File: config.mk
export PLATFORM = sky130hd
export DESIGN_NAME = ctrl_rx_cmd_decoder
export DESIGN_NICKNAME = d
export VERILOG_FILES = /design/src/rtl/ctrl_rx_cmd_decoder.sv
export SDC_FILE = /design/constraint.sdc
export NUM_CORES = 1
export LEC_CHECK = 0
export ABC_AREA = 1
export CAP_MARGIN = 40
export CORE_ASPECT_RATIO = 1.1
export CORE_MARGIN = 2
export CORE_UTILIZATION = 38
export CTS_BUF_LIST = sky130_fd_sc_hd__clkbuf_4
export DETAILED_ROUTE_END_ITERATION = 16
export GPL_TIMING_DRIVEN = 0
export HOLD_SLACK_MARGIN = 0.02
export PLACE_DENSITY_LB_ADDON = 0.2
export SETUP_SLACK_MARGIN = 0.3
export SYNTH_ARGS = -nofsm -noshare
export SYNTH_HDL_FRONTEND = slang
export SYNTH_SLANG_ARGS = --single-unit
File: constraint.sdc
create_clock -name CLK -period 1.5 [get_ports CLK]
set_clock_uncertainty 0.15 [all_clocks]
set_input_delay 0.225 -clock CLK [delete_from_list [all_inputs] [get_ports CLK]]
set_output_delay 0.225 -clock CLK [all_outputs]
set_load 0.005 [all_outputs]
File: src/rtl/ctrl_rx_cmd_decoder.sv
// Receive-side command decoder: turns framed UART RX bytes into register-file and ALU strobes.
// Optional inter-byte timeout abort is enabled by defining CMD_TIMEOUT_EN.
module ctrl_rx_cmd_decoder #(
  parameter int WIDTH       = 8,
  parameter int ADDR_W      = 4,
  parameter int TIMEOUT_CYC = 1024
) (
  input  logic              CLK,
  input  logic              RST,
  input  logic [WIDTH-1:0]  RX_P_DATA,
  input  logic              RX_D_VLD,
  output logic              WrEn,
  output logic              RdEn,
  output logic [ADDR_W-1:0] Address,
  output logic [WIDTH-1:0]  WrData,
  output logic [3:0]        ALU_FUN,
  output logic              ALU_EN,
  output logic              CLK_GATE_EN,
  output logic              enable_alu,
  output logic              enable_reg,
  output logic              CMD_ERR
);

  localparam logic [WIDTH-1:0] OP_WR      = WIDTH'(8'hAA);
  localparam logic [WIDTH-1:0] OP_RD      = WIDTH'(8'hBB);
  localparam logic [WIDTH-1:0] OP_ALU_OPS = WIDTH'(8'hCC);
  localparam logic [WIDTH-1:0] OP_ALU_FN  = WIDTH'(8'hDD);

  typedef enum logic [2:0] {
    ST_IDLE    = 3'd0,
    ST_WR_ADDR = 3'd1,
    ST_WR_DATA = 3'd2,
    ST_RD_ADDR = 3'd3,
    ST_ALU_OPA = 3'd4,
    ST_ALU_OPB = 3'd5,
    ST_ALU_FN  = 3'd6
  } state_t;

  state_t              state_r;
  state_t              state_nxt_s;
  logic [ADDR_W-1:0]   addr_lat_r;
  logic [ADDR_W-1:0]   addr_lat_nxt_s;
  logic                wr_en_nxt_s;
  logic                rd_en_nxt_s;
  logic                alu_en_nxt_s;
  logic                cmd_err_nxt_s;
  logic                gate_nxt_s;
  logic [ADDR_W-1:0]   address_nxt_s;
  logic [WIDTH-1:0]    wr_data_nxt_s;
  logic [3:0]          alu_fun_nxt_s;

`ifdef CMD_TIMEOUT_EN
  localparam int CNT_W = (TIMEOUT_CYC > 1) ? $clog2(TIMEOUT_CYC) : 1;
  localparam logic [CNT_W-1:0] TMO_LAST = CNT_W'(TIMEOUT_CYC - 1);

  logic [CNT_W-1:0] tmo_cnt_r;
  logic [CNT_W-1:0] tmo_cnt_nxt_s;
`else
  localparam int unused_timeout_cyc = TIMEOUT_CYC;
`endif

  // Next-state and next-output decode; payload bytes are never compared against opcodes.
  always_comb begin
    state_nxt_s    = state_r;
    addr_lat_nxt_s = addr_lat_r;
    wr_en_nxt_s    = 1'b0;
    rd_en_nxt_s    = 1'b0;
    alu_en_nxt_s   = 1'b0;
    cmd_err_nxt_s  = 1'b0;
    address_nxt_s  = Address;
    wr_data_nxt_s  = WrData;
    alu_fun_nxt_s  = ALU_FUN;
`ifdef CMD_TIMEOUT_EN
    tmo_cnt_nxt_s  = tmo_cnt_r;
`endif

    if (RX_D_VLD) begin
`ifdef CMD_TIMEOUT_EN
      tmo_cnt_nxt_s = {CNT_W{1'b0}};
`endif
      case (state_r)
        ST_IDLE: begin
          case (RX_P_DATA)
            OP_WR:      state_nxt_s = ST_WR_ADDR;
            OP_RD:      state_nxt_s = ST_RD_ADDR;
            OP_ALU_OPS: state_nxt_s = ST_ALU_OPA;
            OP_ALU_FN:  state_nxt_s = ST_ALU_FN;
            default:    cmd_err_nxt_s = 1'b1;
          endcase
        end
        ST_WR_ADDR: begin
          addr_lat_nxt_s = RX_P_DATA[ADDR_W-1:0];
          state_nxt_s    = ST_WR_DATA;
        end
        ST_WR_DATA: begin
          wr_en_nxt_s   = 1'b1;
          address_nxt_s = addr_lat_r;
          wr_data_nxt_s = RX_P_DATA;
          state_nxt_s   = ST_IDLE;
        end
        ST_RD_ADDR: begin
          rd_en_nxt_s   = 1'b1;
          address_nxt_s = RX_P_DATA[ADDR_W-1:0];
          state_nxt_s   = ST_IDLE;
        end
        ST_ALU_OPA: begin
          wr_en_nxt_s   = 1'b1;
          address_nxt_s = {ADDR_W{1'b0}};
          wr_data_nxt_s = RX_P_DATA;
          state_nxt_s   = ST_ALU_OPB;
        end
        ST_ALU_OPB: begin
          wr_en_nxt_s   = 1'b1;
          address_nxt_s = ADDR_W'(1'b1);
          wr_data_nxt_s = RX_P_DATA;
          state_nxt_s   = ST_ALU_FN;
        end
        ST_ALU_FN: begin
          alu_en_nxt_s  = 1'b1;
          alu_fun_nxt_s = RX_P_DATA[3:0];
          state_nxt_s   = ST_IDLE;
        end
        default: state_nxt_s = ST_IDLE;
      endcase
    end else begin
`ifdef CMD_TIMEOUT_EN
      // A byte in the expiry cycle takes the branch above, so it always beats the abort.
      if (state_r == ST_IDLE) begin
        tmo_cnt_nxt_s = {CNT_W{1'b0}};
      end else if (tmo_cnt_r == TMO_LAST) begin
        state_nxt_s   = ST_IDLE;
        cmd_err_nxt_s = 1'b1;
        tmo_cnt_nxt_s = {CNT_W{1'b0}};
      end else begin
        tmo_cnt_nxt_s = tmo_cnt_r + CNT_W'(1'b1);
      end
`else
      state_nxt_s = state_r;
`endif
    end

    gate_nxt_s = (state_nxt_s == ST_ALU_OPA) || (state_nxt_s == ST_ALU_OPB) ||
                 (state_nxt_s == ST_ALU_FN)  || alu_en_nxt_s;
  end

  // State, latched address and all registered outputs.
  always_ff @(posedge CLK or negedge RST) begin
    if (!RST) begin
      state_r     <= ST_IDLE;
      addr_lat_r  <= {ADDR_W{1'b0}};
      WrEn        <= 1'b0;
      RdEn        <= 1'b0;
      Address     <= {ADDR_W{1'b0}};
      WrData      <= {WIDTH{1'b0}};
      ALU_FUN     <= 4'h0;
      ALU_EN      <= 1'b0;
      CLK_GATE_EN <= 1'b0;
      enable_alu  <= 1'b0;
      enable_reg  <= 1'b0;
      CMD_ERR     <= 1'b0;
    end else begin
      state_r     <= state_nxt_s;
      addr_lat_r  <= addr_lat_nxt_s;
      WrEn        <= wr_en_nxt_s;
      RdEn        <= rd_en_nxt_s;
      Address     <= address_nxt_s;
      WrData      <= wr_data_nxt_s;
      ALU_FUN     <= alu_fun_nxt_s;
      ALU_EN      <= alu_en_nxt_s;
      CLK_GATE_EN <= gate_nxt_s;
      enable_alu  <= alu_en_nxt_s;
      enable_reg  <= rd_en_nxt_s;
      CMD_ERR     <= cmd_err_nxt_s;
    end
  end

`ifdef CMD_TIMEOUT_EN
  // Inter-byte timeout counter.
  always_ff @(posedge CLK or negedge RST) begin
    if (!RST) begin
      tmo_cnt_r <= {CNT_W{1'b0}};
    end else begin
      tmo_cnt_r <= tmo_cnt_nxt_s;
    end
  end
`endif

endmodule

==> results_dict.tcl <==
set metrics [dict create \
    grt_setup_unrepaired "yes" \
    gp_congestion 0.800 \
    synthesis.nets 152 \
    required_ps 1590 \
    fin_crit_sh_pct 95.0 \
    grt_pass1_vias 1144 \
    async_flop_share_pct 100 \
    coreArea_sq_um 3050 \
    syn_area_per_cell_sq_um 8.56 \
    routed_via_density 4.85 \
    clock_latency_ps 340 \
    crit_slowest_cell "dfrtp_2" \
    ys_types 17 \
    clockPowerShare_pct 16.9 \
    endpoint_kind "flip-flop" \
    synthCells 141 \
    seq_power_share_pct 39.9 \
    start_util_pct 39.6 \
    yosysMostFrequentCell "nand2_1" \
    ys_warn_count 0 \
    largest_register_ff_count 8 \
    area_delta_synth_final_pct 54.5 \
    cts_tree "built" \
    drive_above_1_share_pct 43.6 \
    grt_first_pass_wirelength_microns 5020 \
    worst_pin_slew_ps 639 \
    power.share.switching_pct 32.2 \
    dr.pass1.iters 4 \
    period_needed_ps 1420 \
    cp_common_cell "buf_4" \
    ys_seq_area_share_pct 58.0 \
    hold_violations 0 \
    yosys.area.top_type_share_pct 58.0 \
    die-area_sq_um 3640 \
    synth_top_cell_by_area "dfrtp_1" \
    path_clk_slew_ps 150 \
    dp_hpwl_microns 2020 \
    n_antenna_cell 0 \
    hp-class "in2reg" \
    dpl.cell_count 209 \
    ys_ff_latch 28 \
    power_frac_comb_pct 43.2 \
    slew_violations 0 \
    wl_per_cell_microns 12.9 \
    cts_buffers 3 \
    crit_type "reg2reg" \
    drt-total-wl_microns 3080 \
    die_h_microns 63.1 \
    clk_path_buf_depth 2 \
    p_per_area_nw_per_um2 1590 \
    ys.flop_type "dfrtp_1" \
    cts_sinks 28 \
    cp_max_fo 2 \
    grtUsageTotal_pct 17.8 \
    post-route-cell-area_sq_um 1870 \
    seq_area_sq_um 702 \
    die_x_microns 57.7 \
    drc 0 \
    setup_tns_ps 0 \
    grt_max_degree 18 \
    critPathLaunchType "flip-flop" \
    peakVddDrop_mv 0.946 \
    nNetsFinal 216 \
    vias 1155 \
    drt_iter0_drc 19 \
    dpl_worst_slack_ps -274 \
    crit_chain "inv_2 -> nand2_4 -> buf_4 -> buf_4 -> nor2_1 -> a21oi_1 -> o211ai_1 -> o21ai_1" \
    grt.overflow.total 0 \
    postLayoutSetupSlackWorst_ps 75.1 \
    finalSetupViolCount 0 \
    ios 34 \
    postRouteAntennaNets 0 \
    p_leak_nw 0.998 \
    htreeDepth 1 \
    multi_input_area_sq_um 505 \
    outcome "completed" \
    placed_cell_area_sq_um 1630 \
    critPathMaxStageDelay_ps 460 \
    root_buffer "clkbuf_4" \
    cap_viol_max_count 0 \
    max_slew_margin_pct 57.3 \
    internal_power_w 0.00201 \
    cp.arrival_ps 1520 \
    synth.top_cells.by_count "nand2_1 (47), dfrtp_1 (28), inv_1 (11)" \
    power.switching_w 0.000955 \
    synth_area_leaders "dfrtp_1 (58%), nand2_1 (15%), o21ai_0 (3.7%), inv_1 (3.4%), o21ai_1 (2.9%)" \
    ctsHoldBuffers 0 \
    portBuffers 33 \
    netlist_area_sq_um 1210 \
    antenna_found_initial 0 \
    synth_edf_count 0 \
    hold_slack_ps 81.1 \
    num_rows 21 \
    regMostFlops "WrData" \
    max_freq_ghz 0.702 \
    final_cell_count_no_fill 238 \
    fillers 269 \
]
power by group through the flow:
stage	sequential (W)	clock [W]	combinational [W]
6_report	0.00118	0.000500	0.00128
3_3_place_gp	0.00119	0	0.00102
2_1_floorplan	0.00121	0	0.000450
3_5_place_dp	0.00121	0	0.00105
5_1_grt	0.00122	0.000535	0.00143
4_1_cts	0.00117	0.000511	0.00110
critical path, delay by kind of cell, from the launching register on:
kind / cells / cell delay, ps
buffers and inverters: 3 / 340
and+or+nand+nor: 2 / 160
DFF: 1 / 460
AOI/OAI and AO/OA: 3 / 230
through the flow:
step	power (W)	util [%]
final	0.00297	61.2
after global routing	0.00318	61.2
after CTS	0.00278	56.7
after detailed placement	0.00226	53.3
after global placement	0.00222	52.4
after floorplan	0.00166	-
final timing paths:
kind / startpoint / end / slack (ps) / cells past startpoint
worst max-delay path: state_r[0]$_DFF_PN0_ / Address[0]$_DFFE_PN0P_ / 80 / 8
worst min-delay path: RX_P_DATA[3] / Address[3]$_DFFE_PN0P_ / 80 / 3
worst max register to register: state_r[0]$_DFF_PN0_ / Address[0]$_DFFE_PN0P_ / 80 / 8
worst min register to register: ALU_FUN[3]$_DFFE_PN0P_ / ALU_FUN[3]$_DFFE_PN0P_ / 360 / 2
max in group asynchronous: RST / WrData[1]$_DFFE_PN0P_ / 590 / 2
min in group asynchronous: RST / Address[0]$_DFFE_PN0P_ / 110 / 1
cell families after synthesis:
kind of cell / Yosys count / synth area share (%)
simple gates: 68 / 23.4
flops: 28 / 58.0
compound gates: 26 / 11.7
buf+inv: 19 / 6.84
placed cells by master (no fill, tap or decap), types with 2 or more instances in the layout:
cell type	instances
nand3_1	3
inv_2	8
o21ai_0	4
nor2_1	8
a21oi_1	3
inv_1	8
nand2_4	2
dlymetal6s2s_1	3
buf_6	7
clkdlybuf4s50_1	6
nand2_1	37
nand4_1	2
nor2_2	2
buf_2	21
nand2_2	10
buf_4	22
o21ai_1	9
nand3_2	2
o21ai_2	3
clkbuf_4	3
dfrtp_1	27
a31oi_1	3
final cells by class:
class | count | share of cell area, %
plain buffers | 3 | 1.81
clock buffers | 3 | 1.21
inverters | 16 | 3.22
flip-flops and latches | 28 | 37.6
multi-input cells | 94 | 27.1
well taps | 34 | 2.28
repair buffers | 59 | 25.2
clock inverters | 1 | 1.61
metal layers:
layer / vias to the layer above / wire length [microns] / global-route usage [%]
li1: 578 / - / -
met1: 537 / 1300 / 21.6
met2: 35 / 1550 / 30.7
met3: 5 / 170 / 2.67
met4: 0 / 53 / 7.56
met5: - / 0 / 0
repair_timing:
item	in CTS	in global routing
endpoints found under the setup margin	50	50
cloned	1	0
pin swaps	4	3
buffers inserted	15	9
resized for setup	107	23
Power figures use the tool's default switching activity.
